## config.mk

```make
export PLATFORM = sky130hd
export DESIGN_NAME = core_run_ctrl
export DESIGN_NICKNAME = d
export VERILOG_FILES = /design/src/rtl/core_ctrl_pkg.sv /design/src/rtl/core_run_ctrl_sat_cycle_counter.sv /design/src/rtl/core_run_ctrl.sv
export SDC_FILE = /design/constraint.sdc
export NUM_CORES = 1
export LEC_CHECK = 0
export CAP_MARGIN = 40
export CORE_MARGIN = 5
export CORE_UTILIZATION = 56
export DETAILED_ROUTE_END_ITERATION = 6
export PLACE_DENSITY = 0.83
export SYNTH_ARGS = -nofsm -noshare
export SYNTH_HDL_FRONTEND = slang
export SYNTH_SLANG_ARGS = --single-unit
export TNS_END_PERCENT = 5
```

## constraint.sdc

```tcl
create_clock -name clk -period 4.6 [get_ports clk]
set_input_delay 1.15 -clock clk [delete_from_list [all_inputs] [get_ports clk]]
set_output_delay 1.15 -clock clk [all_outputs]
set_load 0.05 [all_outputs]
```

## src/rtl/core_ctrl_pkg.sv

```systemverilog
// Shared types and defaults for the core run/halt sequencer.
// Pure declarations; no latency.
// No flow control; constants only.
package core_ctrl_pkg;

  typedef enum logic [2:0] {
    IDLE  = 3'd0,
    LOAD  = 3'd1,
    RUN   = 3'd2,
    DRAIN = 3'd3,
    DONE  = 3'd4
  } run_state_t;

  localparam int DEF_PC_W         = 16;
  localparam int DEF_N_PROG       = 4;
  localparam int DEF_DRAIN_CYCLES = 2;

  // Index 0 is the leftmost entry, so program k starts at entry k as listed.
  localparam logic [0:DEF_N_PROG-1][DEF_PC_W-1:0] DEF_PROG_BASE =
    {16'd0, 16'd128, 16'd256, 16'd384};

endpackage

```

## src/rtl/core_run_ctrl_sat_cycle_counter.sv

```systemverilog
// Saturating cycle counter with terminal-count compare against TIMEOUT.
// count updates one edge after enable; tc is combinational on the post-increment value.
// No backpressure; clear wins over enable and the count never wraps.
module sat_cycle_counter #(
  parameter int CNT_W   = 32,
  parameter int TIMEOUT = 65535
) (
  input  logic             clk,
  input  logic             reset,
  input  logic             clear,
  input  logic             enable,
  output logic [CNT_W-1:0] count,
  output logic             tc
);

  localparam logic [CNT_W-1:0] LIMIT = CNT_W'(TIMEOUT);

  logic [CNT_W-1:0] count_inc;

  // Next value with saturation at all-ones.
  always_comb begin
    count_inc = (count == {CNT_W{1'b1}}) ? count : count + CNT_W'(1);
  end

  // Terminal count: this enabled cycle brings the count to the limit.
  always_comb begin
    tc = enable && (count_inc >= LIMIT);
  end

  // Count register: cleared on reset or a new launch, advanced while enabled.
  always_ff @(posedge clk) begin
    if (reset || clear) begin
      count <= '0;
    end else if (enable) begin
      count <= count_inc;
    end
  end

endmodule

```

## src/rtl/core_run_ctrl.sv

```systemverilog
// Run/halt sequencer: loads the PC with a program base, gates PC advance, drains on halt.
// Start to pc_load is 1 cycle; first pc_en 2 cycles after start; done DRAIN_CYCLES+1 after halt.
// stall holds pc_en low and defers halt; start is ignored while busy.
module core_run_ctrl
  import core_ctrl_pkg::*;
#(
  parameter int                               PC_W         = DEF_PC_W,
  parameter int                               N_PROG       = DEF_N_PROG,
  parameter logic [0:N_PROG-1][PC_W-1:0]      PROG_BASE    = DEF_PROG_BASE,
  parameter int                               CNT_W        = 32,
  parameter int                               DRAIN_CYCLES = DEF_DRAIN_CYCLES,
  parameter int                               TIMEOUT      = 65535
) (
  input  logic                       clk,
  input  logic                       reset,
  input  logic                       start,
  input  logic [$clog2(N_PROG)-1:0]  prog_sel,
  input  logic                       halt_insn,
  input  logic                       stall,
  output logic                       pc_en,
  output logic                       pc_load,
  output logic [PC_W-1:0]            pc_load_val,
  output logic                       busy,
  output logic                       done,
  output logic                       timeout,
  output logic [CNT_W-1:0]           cycle_count
);

  localparam int         SEL_W      = $clog2(N_PROG);
  localparam logic [3:0] DRAIN_INIT = 4'(DRAIN_CYCLES);

  run_state_t       state;
  run_state_t       state_nxt;
  logic [SEL_W-1:0] sel_q;
  logic [SEL_W-1:0] sel_idx;
  logic [3:0]       drain_cnt;
  logic             timeout_q;
  logic             accept;
  logic             halt_take;
  logic             cnt_en;
  logic             cnt_tc;

  // A launch is only honoured when nothing is in flight.
  always_comb begin
    accept    = start && ((state == IDLE) || (state == DONE));
    halt_take = halt_insn && !stall;
    cnt_en    = (state == RUN);
  end

  sat_cycle_counter #(
    .CNT_W   (CNT_W),
    .TIMEOUT (TIMEOUT)
  ) u_cycle_cnt (
    .clk    (clk),
    .reset  (reset),
    .clear  (accept),
    .enable (cnt_en),
    .count  (cycle_count),
    .tc     (cnt_tc)
  );

  // State register; reset forces IDLE regardless of anything else.
  always_ff @(posedge clk) begin
    if (reset) begin
      state <= IDLE;
    end else begin
      state <= state_nxt;
    end
  end

  // Next-state logic; the watchdog beats a simultaneous halt.
  always_comb begin
    state_nxt = state;
    case (state)
      IDLE:    if (accept) state_nxt = LOAD;
      LOAD:    state_nxt = RUN;
      RUN: begin
        if (cnt_tc) begin
          state_nxt = DONE;
        end else if (halt_take) begin
          state_nxt = DRAIN;
        end
      end
      // A zero drain length still spends one cycle here.
      DRAIN:   if (drain_cnt <= 4'd1) state_nxt = DONE;
      DONE:    if (accept) state_nxt = LOAD;
      default: state_nxt = IDLE;
    endcase
  end

  // Launch bookkeeping: program select, drain countdown, watchdog flag.
  always_ff @(posedge clk) begin
    if (reset) begin
      sel_q     <= '0;
      drain_cnt <= '0;
      timeout_q <= 1'b0;
    end else begin
      if (accept) begin
        sel_q     <= prog_sel;
        timeout_q <= 1'b0;
      end
      if ((state == RUN) && cnt_tc) begin
        timeout_q <= 1'b1;
      end
      if ((state == RUN) && halt_take && !cnt_tc) begin
        drain_cnt <= DRAIN_INIT;
      end else if ((state == DRAIN) && (drain_cnt != 4'd0)) begin
        drain_cnt <= drain_cnt - 4'd1;
      end
    end
  end

  // Out-of-range selects fall back to program 0.
  always_comb begin
    sel_idx = (int'(sel_q) < N_PROG) ? sel_q : '0;
  end

  // Outputs decoded from state; pc_en follows stall/halt combinationally in RUN.
  always_comb begin
    pc_en       = 1'b0;
    pc_load     = 1'b0;
    pc_load_val = '0;
    busy        = 1'b0;
    done        = 1'b0;
    timeout     = 1'b0;
    case (state)
      LOAD: begin
        pc_load     = 1'b1;
        pc_load_val = PROG_BASE[sel_idx];
        busy        = 1'b1;
      end
      RUN: begin
        pc_en = !stall && !halt_insn;
        busy  = 1'b1;
      end
      DRAIN: busy = 1'b1;
      DONE: begin
        done    = 1'b1;
        timeout = timeout_q;
      end
      default: ;
    endcase
  end

endmodule
```

==> results of run 1 <==
==> power by group <==
group	total [uW]	switching, uW	internal (uW)
sequential	370	3.53	367
clock	251	130	121
combinational	81.3	62.4	18.9
total	702	196	506
==> placed cells by master, fill, tap and decap left out, drive strengths merged, types with 13 or more instances in the layout <==
cell type,n
nor2,49
clkdlybuf4s50,45
dfxtp,42
nand3,32
nand2,26
xor2,25
nand4,16
nor3,16
xnor2,15
conb,14
a21oi,13
==> flip-flops by register name (all words and copies together), names as in the netlist <==
| signal | flops |
|---|---|
| drain_cnt | 4 |
| sel_idx | 2 |
| state | 3 |
| timeout_q | 1 |
| u_cycle_cnt.count | 32 |
==> final timing paths <==
kind         slack (ns)  cells past startpoint           end
max                0.88                      3         pc_en
min                0.46                      2    sel_idx[0]
max reg2reg        1.25                      8  drain_cnt[0]
min reg2reg        0.46                      2    sel_idx[0]
==> worst max-delay path, stage by stage <==
cell,delay [ns]
sky130_fd_sc_hd__clkdlybuf4s50_1,0.41
sky130_fd_sc_hd__nor3_1,0.18
sky130_fd_sc_hd__clkdlybuf4s50_1,0.83
==> layout make-up <==
class,count,area [um2],share of cell area [%]
inverters,6,22.5,0.683
clock inverters,2,12.5,0.379
multi-input cells,295,1790,54.2
clock buffers,6,82.6,2.50
repair buffers,47,465,14.1
well taps,70,87.6,2.65
flip-flops and latches,42,841,25.5
==> metal layers <==
| metal | up-vias | track usage (%) | share of wire, % |
|---|---|---|---|
| li1 | 1338 | - | - |
| met1 | 1299 | 29.0 | 44 |
| met2 | 105 | 35.8 | 47 |
| met3 | 12 | 4.61 | 7.6 |
| met4 | 0 | 8.31 | 1.7 |
| met5 | - | 0 | 0 |
==> metrics by stage <==
step / util, % / power (uW)
2_1_floorplan: - / 451
3_3_place_gp: 63.1 / 459
3_5_place_dp: 63.1 / 460
6_report: 65.0 / 702
5_1_grt: 65.0 / 736
4_1_cts: 65.0 / 712
==> kinds of logic (layout without fill, tap and decap cells) <==
family | count (synthesis) | in the layout | share of synthesized area (%)
fa+ha+maj | 3 | 3 | 1.30
simple gates | 186 | 186 | 34.1
other cells | 1 | 14 | 0.130
buf+inv | 45 | 61 | 10.9
compound gates | 51 | 51 | 12.1
mux | 1 | 1 | 0.346
flops | 42 | 42 | 29.1
xor+xnor | 40 | 40 | 12.1
==> flow_metrics.env, run 1 <==
export IMPL_run_status="complete, no violations"
export IMPL_grt_setup_unrepaired="no"
export IMPL_yosysTopAreaCellShare_pct=29.1
export IMPL_detail_route_antenna_nets=0
export IMPL_drt_vias_per_instance=5.88
export IMPL_post_cts_buffers=0
export IMPL_via_count_of_the_first_global_routing_pass=2538
export IMPL_dieWidth_um=81.9
export IMPL_grt_total_usage_pct=22.2
export IMPL_layoutNonFillerInstCount=468
export IMPL_finalSetupViolCount=0
export IMPL_die_height_um=81.9
export IMPL_synth_yosys_warnings=0
export IMPL_area_growth_syn_to_layout_pct=14.0
export IMPL_overflow=0
export IMPL_synth_ff_latch_count=42
export IMPL_syn_area_per_cell_um2=7.84
export IMPL_routed_wire_length_per_instance_um=15.0
export IMPL_worst_setup_path_start_kind="primary input"
export IMPL_power_static_leakage_uw=0.00104
export IMPL_maxCapViolations=0
export IMPL_startpoint="halt_insn"
export IMPL_power_density_nw_per_um2=213
export IMPL_hp_start="sel_idx[0]"
export IMPL_gp_congestion=1.01
export IMPL_hold_viol_final=0
export IMPL_grt_antenna_before_repair=0
export IMPL_routed_wirelength_mm=7.04
export IMPL_synthesis_area_um2=2890
export IMPL_num_nets_final=407
export IMPL_final_setup_tns_ns=0
export IMPL_dr_total_vias=2754
export IMPL_peakVddDrop_v=0.000111
export IMPL_synth_most_common_cell="sky130_fd_sc_hd__nor2_1"
export IMPL_nFillCells=483
export IMPL_postCtsHoldBufs=0
export IMPL_clock_sinks=42
export IMPL_cts_root_buf="sky130_fd_sc_hd__clkbuf_8"
export IMPL_min_path_type="reg2reg"
export IMPL_grt_max_degree=18
export IMPL_ctsResizeCount=0
export IMPL_max_slew_margin_pct=45.8
export IMPL_detailed_place_hpwl_mm=5.28
export IMPL_portion_of_the_clock_cycle_consumed_by_the_worst_path_in_the_final_layout_pct=81.0
export IMPL_ys_async_sr_fraction_pct=0
export IMPL_synth_main_ff_cell="sky130_fd_sc_hd__dfxtp_1"
export IMPL_core_um2=5070
export IMPL_sequential_share_of_the_synthesized_area_pct=29.1
export IMPL_cp_required_ns=3.45
export IMPL_post_synth_inst_count=369
export IMPL_clkSlewWorstSetupHoldPaths_ns=0.08
export IMPL_tritoncts_clock_tree="built"
export IMPL_htreeDepth=2
export IMPL_worst_path_max_fanout=2
export IMPL_clock_latency_ns=0.29
export IMPL_period_needed_ns=3.72
export IMPL_timing_final_max_slew_violations=0
export IMPL_fmax_mhz=268
export IMPL_crit_reg2reg_launch="u_cycle_cnt.count[16]"
export IMPL_critPathArrivalTime_ns=2.57
export IMPL_detail_route_drc_violations=0
export IMPL_synth_area_leader_cell="sky130_fd_sc_hd__dfxtp_1"
export IMPL_initialDrtViolationCount=254
export IMPL_worst_slew_pin_slew_ns=0.805
export IMPL_synth_edf_count=0
export IMPL_preCtsSetupSlack_ns=0.882
export IMPL_total_die_area_um2=6710
export IMPL_number_of_distinct_standard_cells_referenced_by_the_synthesized_netlist=57
export IMPL_clock_path_buffers=2
export IMPL_final_area_um2=3300
export IMPL_core_rowCount=26
export IMPL_grt_first_pass_wirelength_mm=11.9
export IMPL_cts_made_buffers=5
export IMPL_layout_drive_gt1_share_pct=6.03
export IMPL_start_util_pct=57.0
export IMPL_clock_skew_ns=0.00749
export IMPL_numPlacedInstances=460
export IMPL_antennaDiodeCount=0
export IMPL_ioPinCount=60
export IMPL_port_buffers=45
export IMPL_crit_end_element="primary output"
export IMPL_synthTopCellsByArea="sky130_fd_sc_hd__dfxtp_1 (29%), sky130_fd_sc_hd__xor2_1 (7.6%), sky130_fd_sc_hd__nor2_1 (6.4%), sky130_fd_sc_hd__nand3_1 (5.5%), sky130_fd_sc_hd__xnor2_1 (4.5%)"
export IMPL_detailedRoute_firstPassIterationCount=4
export IMPL_holdWs_ns=0.461
export IMPL_yosys_top_cells_count="sky130_fd_sc_hd__nor2_1 (49), sky130_fd_sc_hd__dfxtp_1 (42), sky130_fd_sc_hd__nand3_1 (32)"
export IMPL_setup_slack_ns=0.876
export IMPL_post_dp_cell_area_um2=3200
export IMPL_setup_worst_path_class="in2out"
Power figures use the tool's default switching activity.
==> run 2, diff against run 1 <==
--- a/config.mk
+++ b/config.mk
@@ -7,9 +7,9 @@
 export LEC_CHECK = 0
 export CAP_MARGIN = 40
 export CORE_MARGIN = 5
-export CORE_UTILIZATION = 56
+export CORE_UTILIZATION = 52
 export DETAILED_ROUTE_END_ITERATION = 6
-export PLACE_DENSITY = 0.83
+export PLACE_DENSITY = 0.78
 export SYNTH_ARGS = -nofsm -noshare
 export SYNTH_HDL_FRONTEND = slang
 export SYNTH_SLANG_ARGS = --single-unit
==> constraint.sdc (replaced) <==
create_clock -name clk -period 3.8 [get_ports clk]
set_input_delay 0.95 -clock clk [delete_from_list [all_inputs] [get_ports clk]]
set_output_delay 0.95 -clock clk [all_outputs]
set_load 0.05 [all_outputs]
==> flow_metrics.env, run 2 (synthesized netlist as in run 1, its figures left out) <==
export IMPL_clkSlewWorstSetupHoldPaths_ns=0.07
export IMPL_drt_vias_per_instance=5.79
export IMPL_setup_worst_path_class="in2out"
export IMPL_post_cts_buffers=0
export IMPL_max_slew_margin_pct=51.4
export IMPL_grt_first_pass_wirelength_mm=12.3
export IMPL_tritoncts_clock_tree="built"
export IMPL_hold_path_cell_count=2
export IMPL_clock_latency_ns=0.29
export IMPL_ioPinCount=60
export IMPL_fmax_mhz=300
export IMPL_grt_antenna_before_repair=0
export IMPL_worst_slew_pin_slew_ns=0.722
export IMPL_htreeDepth=2
export IMPL_worstPathCellList="clkdlybuf4s50_1 -> nor3_1 -> clkdlybuf4s50_1"
export IMPL_portion_of_the_clock_cycle_consumed_by_the_worst_path_in_the_final_layout_pct=87.6
export IMPL_routed_wirelength_mm=6.98
export IMPL_grt_total_usage_pct=20.3
export IMPL_clock_sinks=42
export IMPL_largest_register_ff_count=32
export IMPL_timing_final_max_slew_violations=0
export IMPL_crit_end_element="primary output"
export IMPL_maxCapViolations=0
export IMPL_crit_slowest_cell="sky130_fd_sc_hd__clkdlybuf4s50_1"
export IMPL_grt_max_degree=19
export IMPL_mostFrequentLayoutCell="sky130_fd_sc_hd__nor2_1"
export IMPL_area_growth_syn_to_layout_pct=15.3
export IMPL_dr_total_vias=2751
export IMPL_numPlacedInstances=467
export IMPL_cts_made_buffers=5
export IMPL_antennaDiodeCount=0
export IMPL_regToRegEndpoint="drain_cnt[0]"
export IMPL_cts_root_buf="sky130_fd_sc_hd__clkbuf_8"
export IMPL_detail_route_drc_violations=0
export IMPL_leading_cell_types_in_the_layout_fill_and_taps_excluded="sky130_fd_sc_hd__nor2_1 (49), sky130_fd_sc_hd__clkdlybuf4s50_1 (45), sky130_fd_sc_hd__dfxtp_1 (42)"
export IMPL_post_dp_cell_area_um2=3240
export IMPL_most_used_cell_cp="sky130_fd_sc_hd__clkdlybuf4s50_1"
export IMPL_critPathArrivalTime_ns=2.38
export IMPL_clock_skew_ns=0.00534
export IMPL_grt_setup_unrepaired="no"
export IMPL_hold_viol_final=0
export IMPL_run_status="complete, no violations"
export IMPL_detail_route_antenna_nets=0
export IMPL_hp_start="sel_idx[1]"
export IMPL_finalSetupViolCount=0
export IMPL_clock_path_buffers=2
export IMPL_rrSetupSlack_ns=0.53
export IMPL_initialDrtViolationCount=178
export IMPL_total_die_area_um2=7160
export IMPL_dieWidth_um=84.6
export IMPL_cp_required_ns=2.85
export IMPL_maximum_single_stage_delay_on_the_critical_path_ns=0.83
export IMPL_final_core_util_pct=61.0
export IMPL_worst_r2r_cell_count=8
export IMPL_gp_congestion=0.965
export IMPL_port_buffers=45
export IMPL_overflow=0
export IMPL_detailed_place_hpwl_mm=5.31
export IMPL_core_rowCount=27
export IMPL_worst_setup_path_start_kind="primary input"
export IMPL_core_um2=5470
export IMPL_final_setup_tns_ns=0
export IMPL_period_needed_ns=3.33
export IMPL_power_density_nw_per_um2=253
export IMPL_min_path_type="reg2reg"
export IMPL_via_count_of_the_first_global_routing_pass=2585
export IMPL_num_nets_final=412
export IMPL_ctsResizeCount=0
export IMPL_die_height_um=84.6
export IMPL_peakVddDrop_v=0.000185
export IMPL_layoutNonFillerInstCount=475
export IMPL_power_static_leakage_uw=0.00106
export IMPL_postCtsHoldBufs=0
export IMPL_min_to="sel_idx[1]"
export IMPL_max_flop_register="u_cycle_cnt.count"
export IMPL_final_area_um2=3340
export IMPL_crit_reg2reg_launch="u_cycle_cnt.count[16]"
export IMPL_largest_registers="u_cycle_cnt.count x32, drain_cnt x4, state x3"
export IMPL_worst_path_max_fanout=2
export IMPL_worst_path_buf_inv=2
export IMPL_worst_path_dominant_cell_family="buffers and inverters"
export IMPL_nFillCells=544
export IMPL_start_util_pct=52.9
export IMPL_layout_drive_gt1_share_pct=6.95
export IMPL_detailedRoute_firstPassIterationCount=4
export IMPL_routed_wire_length_per_instance_um=14.7
export IMPL_startpoint="halt_insn"
[run 2: cell types whose count changed in the layout (fill, tap and decap cells not counted)]
cell and delta:
sky130_fd_sc_hd__buf_4 +5, sky130_fd_sc_hd__clkbuf_1 +1, sky130_fd_sc_hd__clkinvlp_4 -1
[run 2: layer usage]
layer	global-route usage [%]	part of all wire (%)	vias up
met4	6.91	1.8	0
li1	-	-	1352
met1	26.0	44	1295
met3	4.32	6.3	13
met2	33.6	47	91
met5	0	0	-
[run 2: worst max-delay path by stage]
stage	endpoint	slack, ns	depth (start not counted)
3_5_place_dp	pc_en	0.45	3
6_report	pc_en	0.47	3
4_1_cts	pc_en	0.45	3
5_1_grt	timeout_q	0.13	9
3_3_place_gp	pc_en	0.47	3
2_1_floorplan	drain_cnt[0]	0.54	10
[run 2: cell type report]
type | count | area (um2) | share of cell area (%)
Clock inverter | 1 | 5.00 | 0.150
Sequential cell | 42 | 841 | 25.2
Inverter | 6 | 22.5 | 0.675
Multi-Input combinational cell | 295 | 1790 | 53.6
Clock buffer | 7 | 86.3 | 2.59
Timing Repair Buffer | 52 | 503 | 15.1
Tap cell | 72 | 90.1 | 2.70
[run 2: metrics by stage]
stage | hold WS (ns) | setup WS [ns] | total power (uW)
floorplan | 0.428 | 0.535 | 545
global placement | 0.441 | 0.471 | 556
detailed placement | 0.444 | 0.452 | 556
CTS | 0.455 | 0.454 | 853
global route | 0.486 | 0.134 | 884
finish | 0.452 | 0.471 | 843
[run 2: worst register-to-register path, stage by stage, from the launching register on]
cell and delay [ns]:
sky130_fd_sc_hd__dfxtp_1 0.55, sky130_fd_sc_hd__nand4_1 0.35, sky130_fd_sc_hd__nor4_1 0.67, sky130_fd_sc_hd__and3_2 0.41, sky130_fd_sc_hd__nor3_1 0.11, sky130_fd_sc_hd__xor2_1 0.16
sky130_fd_sc_hd__nor4_1 0.48, sky130_fd_sc_hd__and4_1 0.34, sky130_fd_sc_hd__nor3_1 0.07
[run 2: where the power goes]
| part | total, uW | internal [uW] | switching (uW) |
|---|---|---|---|
| Clock | 296 | 147 | 149 |
| Sequential | 448 | 444 | 4.40 |
| Combinational | 98.5 | 22.9 | 75.5 |
| Total | 843 | 613 | 229 |
